`src/rtl/lsu_pkg.sv`:
```
// Shared definitions for the load/store unit: RV32I width codes, FSM states,
// default memory depth and the access legality check.
package lsu_pkg;

  localparam int LSU_MEM_WORDS = 1024;

  localparam logic [2:0] F3_B  = 3'b000;
  localparam logic [2:0] F3_H  = 3'b001;
  localparam logic [2:0] F3_W  = 3'b010;
  localparam logic [2:0] F3_BU = 3'b100;
  localparam logic [2:0] F3_HU = 3'b101;

  typedef enum logic [2:0] {
    ST_IDLE   = 3'd0,
    ST_LOAD   = 3'd1,
    ST_RMW_RD = 3'd2,
    ST_STORE  = 3'd3,
    ST_RESP   = 3'd4
  } lsu_state_t;

  // Unsigned widths exist only for loads; a store with them is illegal.
  function automatic logic lsu_access_err(input logic we, input logic [2:0] f3,
                                          input logic [1:0] off);
    logic err;
    case (f3)
      F3_B:         err = 1'b0;
      F3_H:         err = off[0];
      F3_W:         err = (off != 2'b00);
      F3_BU, F3_HU: err = we;
      default:      err = 1'b1;
    endcase
    return err;
  endfunction

endpackage

```
`src/rtl/lsu_align.sv`:
```
// Combinational lane logic: load extraction with sign/zero extension and
// byte/halfword merge of store data into a previously read word.
module lsu_align
  import lsu_pkg::*;
(
  input  logic [2:0]  funct3,
  input  logic [1:0]  byte_off,
  input  logic [31:0] load_word,
  input  logic [31:0] base_word,
  input  logic [31:0] wdata,
  output logic [31:0] load_data,
  output logic [31:0] store_word
);

  logic [31:0] shifted;
  logic [7:0]  lane_b;
  logic [15:0] lane_h;

  always_comb begin
    shifted = load_word >> {byte_off, 3'b000};
    lane_b  = shifted[7:0];
    lane_h  = byte_off[1] ? load_word[31:16] : load_word[15:0];
    case (funct3)
      F3_B:    load_data = {{24{lane_b[7]}}, lane_b};
      F3_H:    load_data = {{16{lane_h[15]}}, lane_h};
      F3_W:    load_data = load_word;
      F3_BU:   load_data = {24'h0, lane_b};
      F3_HU:   load_data = {16'h0, lane_h};
      default: load_data = 32'h0;
    endcase
  end

  always_comb begin
    store_word = base_word;
    case (funct3)
      F3_B: store_word[{byte_off, 3'b000} +: 8] = wdata[7:0];
      F3_H: begin
        if (byte_off[1]) store_word[31:16] = wdata[15:0];
        else             store_word[15:0]  = wdata[15:0];
      end
      F3_W:    store_word = wdata;
      default: store_word = base_word;
    endcase
  end

endmodule

```
`src/rtl/load_store_unit.sv`:
```
// RV32I load/store unit driving a single-port word memory with combinational
// read. Define LSU_BOUNDS_CHECK_EN to reject word indices >= MEM_WORDS.
module load_store_unit
  import lsu_pkg::*;
#(
  parameter int MEM_WORDS = LSU_MEM_WORDS
) (
  input  logic        clk,
  input  logic        rst_n,
  input  logic        req_valid,
  output logic        req_ready,
  input  logic        req_we,
  input  logic [2:0]  req_funct3,
  input  logic [31:0] req_addr,
  input  logic [31:0] req_wdata,
  output logic        resp_valid,
  output logic [31:0] resp_rdata,
  output logic        resp_err,
  output logic [31:0] mem_addr,
  output logic [31:0] mem_wdata,
  output logic        mem_we,
  input  logic [31:0] mem_rdata,
  output lsu_state_t  dbg_state
);

`ifdef LSU_BOUNDS_CHECK_EN
  localparam logic BOUNDS_EN = 1'b1;
`else
  localparam logic BOUNDS_EN = 1'b0;
`endif

  // Handshake: an access transfers on a rising edge where req_valid and
  // req_ready are both 1; req_ready is high only in IDLE, so the unit holds
  // one access at a time and ignores req_* until it is back in IDLE.
  lsu_state_t  state_q, state_d;
  logic        we_q, err_q;
  logic [2:0]  f3_q;
  logic [31:0] addr_q, wdata_q, word_q;
  logic        accept, acc_err, oob;
  logic [31:0] load_data, store_word, word_idx;

  assign accept   = (state_q == ST_IDLE) && req_valid;
  assign oob      = BOUNDS_EN && ({2'b00, req_addr[31:2]} >= 32'(MEM_WORDS));
  assign acc_err  = lsu_access_err(req_we, req_funct3, req_addr[1:0]) || oob;
  assign word_idx = {2'b00, addr_q[31:2]};

  lsu_align u_align (
    .funct3     (f3_q),
    .byte_off   (addr_q[1:0]),
    .load_word  (mem_rdata),
    .base_word  (word_q),
    .wdata      (wdata_q),
    .load_data  (load_data),
    .store_word (store_word)
  );

  always_ff @(posedge clk or negedge rst_n) begin
    if (!rst_n) state_q <= ST_IDLE;
    else        state_q <= state_d;
  end

  always_ff @(posedge clk or negedge rst_n) begin
    if (!rst_n) begin
      we_q    <= 1'b0;
      err_q   <= 1'b0;
      f3_q    <= 3'b000;
      addr_q  <= 32'h0;
      wdata_q <= 32'h0;
      word_q  <= 32'h0;
    end else begin
      if (accept) begin
        we_q    <= req_we;
        err_q   <= acc_err;
        f3_q    <= req_funct3;
        addr_q  <= req_addr;
        wdata_q <= req_wdata;
        word_q  <= 32'h0;
      end
      if (state_q == ST_LOAD)   word_q <= load_data;
      if (state_q == ST_RMW_RD) word_q <= mem_rdata;
    end
  end

  always_comb begin
    state_d = state_q;
    case (state_q)
      ST_IDLE: begin
        if (req_valid) begin
          if (acc_err)                 state_d = ST_RESP;
          else if (!req_we)            state_d = ST_LOAD;
          else if (req_funct3 == F3_W) state_d = ST_STORE;
          else                         state_d = ST_RMW_RD;
        end
      end
      ST_LOAD:   state_d = ST_RESP;
      ST_RMW_RD: state_d = ST_STORE;
      ST_STORE:  state_d = ST_RESP;
      ST_RESP:   state_d = ST_IDLE;
      default:   state_d = ST_IDLE;
    endcase
  end

  always_comb begin
    req_ready  = (state_q == ST_IDLE);
    resp_valid = (state_q == ST_RESP);
    resp_err   = (state_q == ST_RESP) && err_q;
    resp_rdata = ((state_q == ST_RESP) && !we_q && !err_q) ? word_q : 32'h0;
    mem_we     = (state_q == ST_STORE);
    mem_addr   = 32'h0;
    mem_wdata  = 32'h0;
    if (state_q == ST_LOAD || state_q == ST_RMW_RD || state_q == ST_STORE)
      mem_addr = word_idx;
    if (state_q == ST_STORE)
      mem_wdata = store_word;
    dbg_state = state_q;
  end

endmodule

```
`config.mk`:
```
export PLATFORM = sky130hd
export DESIGN_NAME = load_store_unit
export DESIGN_NICKNAME = d
export VERILOG_FILES = /design/src/rtl/lsu_pkg.sv /design/src/rtl/lsu_align.sv /design/src/rtl/load_store_unit.sv
export SDC_FILE = /design/constraint.sdc
export NUM_CORES = 1
export LEC_CHECK = 0
export ABC_AREA = 1
export CAP_MARGIN = 25
export CELL_PAD_IN_SITES_DETAIL_PLACEMENT = 1
export CELL_PAD_IN_SITES_GLOBAL_PLACEMENT = 2
export CORE_MARGIN = 5
export CORE_UTILIZATION = 25
export DETAILED_ROUTE_END_ITERATION = 10
export GPL_ROUTABILITY_DRIVEN = 0
export PLACE_DENSITY_LB_ADDON = 0.1
export REMOVE_ABC_BUFFERS = 1
export SYNTH_ARGS = -nofsm -noshare
export SYNTH_HDL_FRONTEND = slang
export SYNTH_SLANG_ARGS = --single-unit
```
`constraint.sdc`:
```
create_clock -name clk -period 2.9 [get_ports clk]
set_clock_uncertainty 0.2 [all_clocks]
set_input_delay 0.58 -clock clk [delete_from_list [all_inputs] [get_ports clk]]
set_output_delay 0.58 -clock clk [all_outputs]
set_load 0.05 [all_outputs]
```
After elaboration in Yosys (flattened, before gate mapping). Index checks and enable logic that the tools add are counted. Widths: inputs -> output; s select.

Bits in registers: 104. Word-level logic and storage cells: 57.

Add/sub/neg operators: 1. Equality and inequality tests: 13. Shifts and indexed selects: 3. Mux-type cells: 18. Reductions and logical operators: 15.

Operator list (count): $mux 32 (5); $pmux 32 s5 (1); $pmux 32 s3 (1); $mux 16 (3); $bwmux 32 (1); $shift 8x7->32 const A (1); $shiftx 8x7->32 (1); $shr 32x5->8 (1); $mux 30 (1); $eq 3x3->1 const B (5); $eq 3x2->1 const B (4); $eq 3x1->1 const B (3); $logic_not 3->1 (3); $pmux 3 s3 (1); $neg 5->7 (1); $mux 3 (2); $logic_and 1x1->1 (4); $pmux 1 s4 (1); $reduce_or 2->1 (2); $reduce_bool 3->1 (1); $logic_not 1->1 (2); $logic_or 1x1->1 (2); $mux 2 (1); $ne 2x2->1 const B (1); 2 further kinds (2).

Longest topological paths before layout.
Depth in word-level cells: 6. Depth in mapped cells: 12. Mapped depth without buffers: 10.

Hierarchy. From an unflattened synthesis, not the netlist that was laid out.

Cells, all modules: 1368. Area total of the unflattened synthesis: 8011.4 um^2.

By module, submodules not included: load_store_unit (instances 1, cells an instance 678, area an instance 5077.4 um^2, seq. area each 2602.5 um^2); lsu_align (instances 1, cells an instance 690, area an instance 2934.1 um^2, seq. area each 0.0 um^2).

Least setup slack after synthesis. Ideal clock, no wire load.

Kind: register to output. From: reg state_q[2], in the netlist dbg_state[2]. To: out mem_wdata[5]. Arrival: 2.809 ns. Data required time: 2.120 ns. Setup slack: -0.689 ns. Stages on the path, launching flop included: 7. Path buffers: 1. Cell sequence: dfrtp_1 -> inv_1 -> nand2_1 -> nor2_1 -> inv_1 -> dlymetal6s2s_1 -> a21oi_1.

Cells in the longest elaborated chain, start to end: 2.

RTL lines: start, declared (RTL line load_store_unit.sv:35) `lsu_state_t state_q, state_d;`; start signal, assigned (RTL line load_store_unit.sv:59) `else state_q <= state_d;`; $eq 3x2->1; named net mem_we (RTL line load_store_unit.sv:21) `output logic mem_we,`; $mux 32 (RTL line load_store_unit.sv:113) `if (state_q == ST_STORE)`; end, declared (RTL line load_store_unit.sv:20) `output logic [31:0] mem_wdata,`.

The timed path passes the listed nets, and every way through them passes these cells.

Worst setup path after layout.
From: reg addr_q[1]. To: out mem_wdata[11].

Cells in the longest elaborated chain, start to end: 5. Elaborated cells between the ends (all ways): 7. Classes of those cells: add/sub (1); shift (2); mux (4).

RTL lines: start, declared (RTL line load_store_unit.sv:38) `logic [31:0] addr_q, wdata_q, word_q;`; start signal, assigned (RTL line load_store_unit.sv:75) `addr_q <= req_addr;`; $neg 5->7 (RTL line lsu_align.sv:36) `F3_B: store_word[{byte_off, 3'b000} +: 8] = wdata[7:0];`; $shiftx 8x7->32 / $shift 8x7->32 (equally long branches) (RTL line lsu_align.sv:36); $bwmux 32 (RTL line lsu_align.sv:36); $pmux 32 s3 (*) (RTL line lsu_align.sv:35) `case (funct3)`; $mux 32 (*) (RTL line load_store_unit.sv:113).

Every way passes the cells marked *; elsewhere a longest branch is shown, timed or not.

==> metrics <==
wire length of the first global-routing pass=just under 50000 um; Total Routed Length=between 30000 and 40000 um; average wire per standard cell=between 15 and 20 um; largest area contributor in the netlist=sky130_fd_sc_hd__dfrtp_1; overall power=12.1 mW; number of placed I/O pins=between 200 and 250; TritonCTS clock tree=done; number of standard cells after synthesis=roughly 1.2k; via count of the first global-routing pass=about 8.3k; worst vdd rail ir drop=0.452 mV; post-synthesis cell area=about 7400 um^2; Avg Cell Area, Syn=6.14 um^2; data arrival at the endpoint of the critical path=2100 ps; worst-case hold slack=about 300 ps; via density per instance=4.46; count of state elements after synthesis=between 100 and 150; Pwr Density=between 1000 and 1500 nW/um^2; class of the worst hold path=flop to flop; clock edge transition at the registers on the reported setup and hold paths=about 90 ps; total global routing track utilization=a little under a fifth; area of the die=33000 um^2; floorplan row count=between 60 and 70; cts bufs inserted=9; sequential area share after synthesis=between 30% and 40%; Yosys warning count=0; die extent in x=~180 um; clock insertion delay at the later pin of the skew report=370 ps; number of cells in the finished layout apart from fillers=1782; root buffer cell=sky130_fd_sc_hd__clkbuf_16; period utilisation layout=between 90 and 100%; drt first-iter violations=approximately 340; synth unique cells=30; remaining design rule violation count=0; residual overflow from global routing=0; number of H-tree levels=3; Max Root-Sink Buffers=2; Pre-Repair DR Iteration Count=4; number of buffers added on ports=slightly above 200; setup repair after global routing missed its margin=true; Least-Margin Pin Slew=~820 ps; run status=finished, final reports clean; Crit. End Element=primary output; layout cell share with drive strength beyond 1=approximately 17%; highest achievable clock rate=0.347 GHz; biggest fanout along the worst timing path=8; Final Critical Period=~2900 ps; Slew Limit Fails=0; Data required, critical path=approximately 2100 ps; Worst slew margin=a little under half; total of endpoints with negative setup slack in the final report=0; number of inserted filler cells in the final layout=3650; number of max-cap violations=0; leakage power=~5.6 nW; worst setup path category=flop to primary output; vertical die dimension=approximately 180 um; initial core utilization=25.5%; number of nets with antenna violations after detailed routing=0; final layout net count=1502; Placed Cells incl. Taps=between 1.5k and 2k; area share of the largest cell type after synthesis=between 30% and 40%; total number of vias=between 7k and 8k; post-route cell area=11300 um^2; maximum number of pins on one net before global-route repair=61; core box area=28900 um^2; placed instance area=between 10000 and 15000 um^2; count of antenna diodes in the layout=0; Final Hold Viols=0; Synth-to-Final Area Change=54.0%; post-DP HPWL=approximately 23000 um; antenna violations before repair=0; total clock sinks=around 100; leading cell types by total area after synthesis=sky130_fd_sc_hd__dfrtp_1 35%, sky130_fd_sc_hd__nand2_1 18%, sky130_fd_sc_hd__nor2_1 12%; startpoint kind of the worst setup timing path=flop
## metrics by stage
step | worst slack [ps] | setup TNS, ps | utilization [%]
after floorplan | -1770 | -206950 | -
after global placement | 237 | 0 | 37.2
after detailed placement | 130 | 0 | 37.2
after CTS | -26.1 | -184 | 38.7
after global routing | -94.3 | -1350 | 39.3
final | 15.1 | 0 | 39.3
## where the power goes
part           internal (mW)  switching, mW
registers               2.07          0.441
logic                   3.02           5.31
clock network          0.605          0.673
## cell usage after synthesis (all sizes together)
cell / count
a21oi: 86
buf: 30
clkbuf: 34
conb: 1
dfrtp: 104
dlymetal6s2s: 1
ha: 5
inv: 195
mux2: 6
nand2: 354
nand3: 54
nand4: 36
nor2: 247
nor3: 2
nor3b: 1
o21ai: 42
or2: 1
## state kept, by name, summed over array words and instances (netlist names)
| register | flops |
|---|---|
| addr_q | 32 |
| wdata_q | 32 |
| f3_q | 3 |
| err_q | 1 |
| word_q | 32 |
| dbg_state | 3 |
| we_q | 1 |
## metal layers
metal	vias up	track usage, %	wire length [um]
li1	4020	-	-
met1	3784	24.9	14400
met2	121	31.8	15400
met3	15	3.24	1200
met4	0	3.30	281
met5	-	0	0
## logic make-up after synthesis
group	after synthesis	share of synthesized area, %
mux	6	0.918
simple gates	695	38.9
buf+inv	260	15.0
compound gates	128	8.86
fa+ha+maj	5	0.850
other cells	1	0.0509
flops	104	35.4
## final timing paths
kind,startpoint,slack [ps],cells after the start,end
min in group asynchronous,rst_n,460,2,addr_q[28]$_DFFE_PN0P_
hold reg to reg,we_q$_DFFE_PN0P_,300,2,we_q$_DFFE_PN0P_
setup / recovery,addr_q[1]$_DFFE_PN0P_,20,12,mem_wdata[11]
hold / removal,we_q$_DFFE_PN0P_,300,2,we_q$_DFFE_PN0P_
setup reg to reg,addr_q[1]$_DFFE_PN0P_,680,12,word_q[31]$_DFFE_PN0P_
max in group asynchronous,rst_n,1220,3,f3_q[0]$_DFFE_PN0P_
## timing repair
action / 4_1_cts / 5_1_grt
buffers inserted: 4 / 6
resized for setup: 28 / 43
pin swaps: 7 / 16
endpoints found under the hold margin: 24 / 0
cloned: 0 / 1
hold buffers: 1 / 0
endpoints found under the setup margin: 32 / 38
## layout make-up
class,instances,area [um^2],share of cell area [%]
clock inverter,6,62.6,0.552
tap,384,480,4.24
inverter,195,739,6.52
sequential,104,2610,23.0
multi-input combinational,836,3810,33.6
clock buffer,9,225,1.99
timing repair buffer,248,3410,30.1
## placed cells by master (no fill, tap or decap), types with 3 or more instances in the layout
| cell | instances |
|---|---|
| sky130_fd_sc_hd__nand2_2 | 14 |
| sky130_fd_sc_hd__nand2_1 | 335 |
| sky130_fd_sc_hd__nand4_1 | 36 |
| sky130_fd_sc_hd__nand2_4 | 5 |
| sky130_fd_sc_hd__o21ai_1 | 6 |
| sky130_fd_sc_hd__dfrtp_2 | 3 |
| sky130_fd_sc_hd__mux2_2 | 6 |
| sky130_fd_sc_hd__buf_4 | 38 |
| sky130_fd_sc_hd__inv_4 | 3 |
| sky130_fd_sc_hd__buf_12 | 100 |
| sky130_fd_sc_hd__nor2_4 | 4 |
| sky130_fd_sc_hd__a21oi_2 | 3 |
| sky130_fd_sc_hd__nor2_1 | 219 |
| sky130_fd_sc_hd__nand3_4 | 3 |
| sky130_fd_sc_hd__inv_6 | 3 |
| sky130_fd_sc_hd__inv_1 | 183 |
| sky130_fd_sc_hd__clkdlybuf4s50_1 | 105 |
| sky130_fd_sc_hd__inv_2 | 9 |
| sky130_fd_sc_hd__clkbuf_16 | 10 |
| sky130_fd_sc_hd__buf_6 | 3 |
| sky130_fd_sc_hd__a21oi_1 | 82 |
| sky130_fd_sc_hd__dfrtp_1 | 101 |
| sky130_fd_sc_hd__nand3_1 | 49 |
| sky130_fd_sc_hd__nor2_2 | 24 |
| sky130_fd_sc_hd__o21ai_0 | 36 |
## critical path, stage by stage, from the launching register on
cell                      delay, ps
sky130_fd_sc_hd__dfrtp_1        370
sky130_fd_sc_hd__inv_2           90
sky130_fd_sc_hd__ha_4           310
sky130_fd_sc_hd__inv_4           50
sky130_fd_sc_hd__nor2_4          90
sky130_fd_sc_hd__inv_2           40
sky130_fd_sc_hd__nor2_2         100
sky130_fd_sc_hd__buf_6          190
sky130_fd_sc_hd__nand2_1         80
sky130_fd_sc_hd__nand2_1         70
sky130_fd_sc_hd__nor2_1          50
sky130_fd_sc_hd__nor2_2         140
sky130_fd_sc_hd__buf_12         150
(Power assumes the default switching activity.)
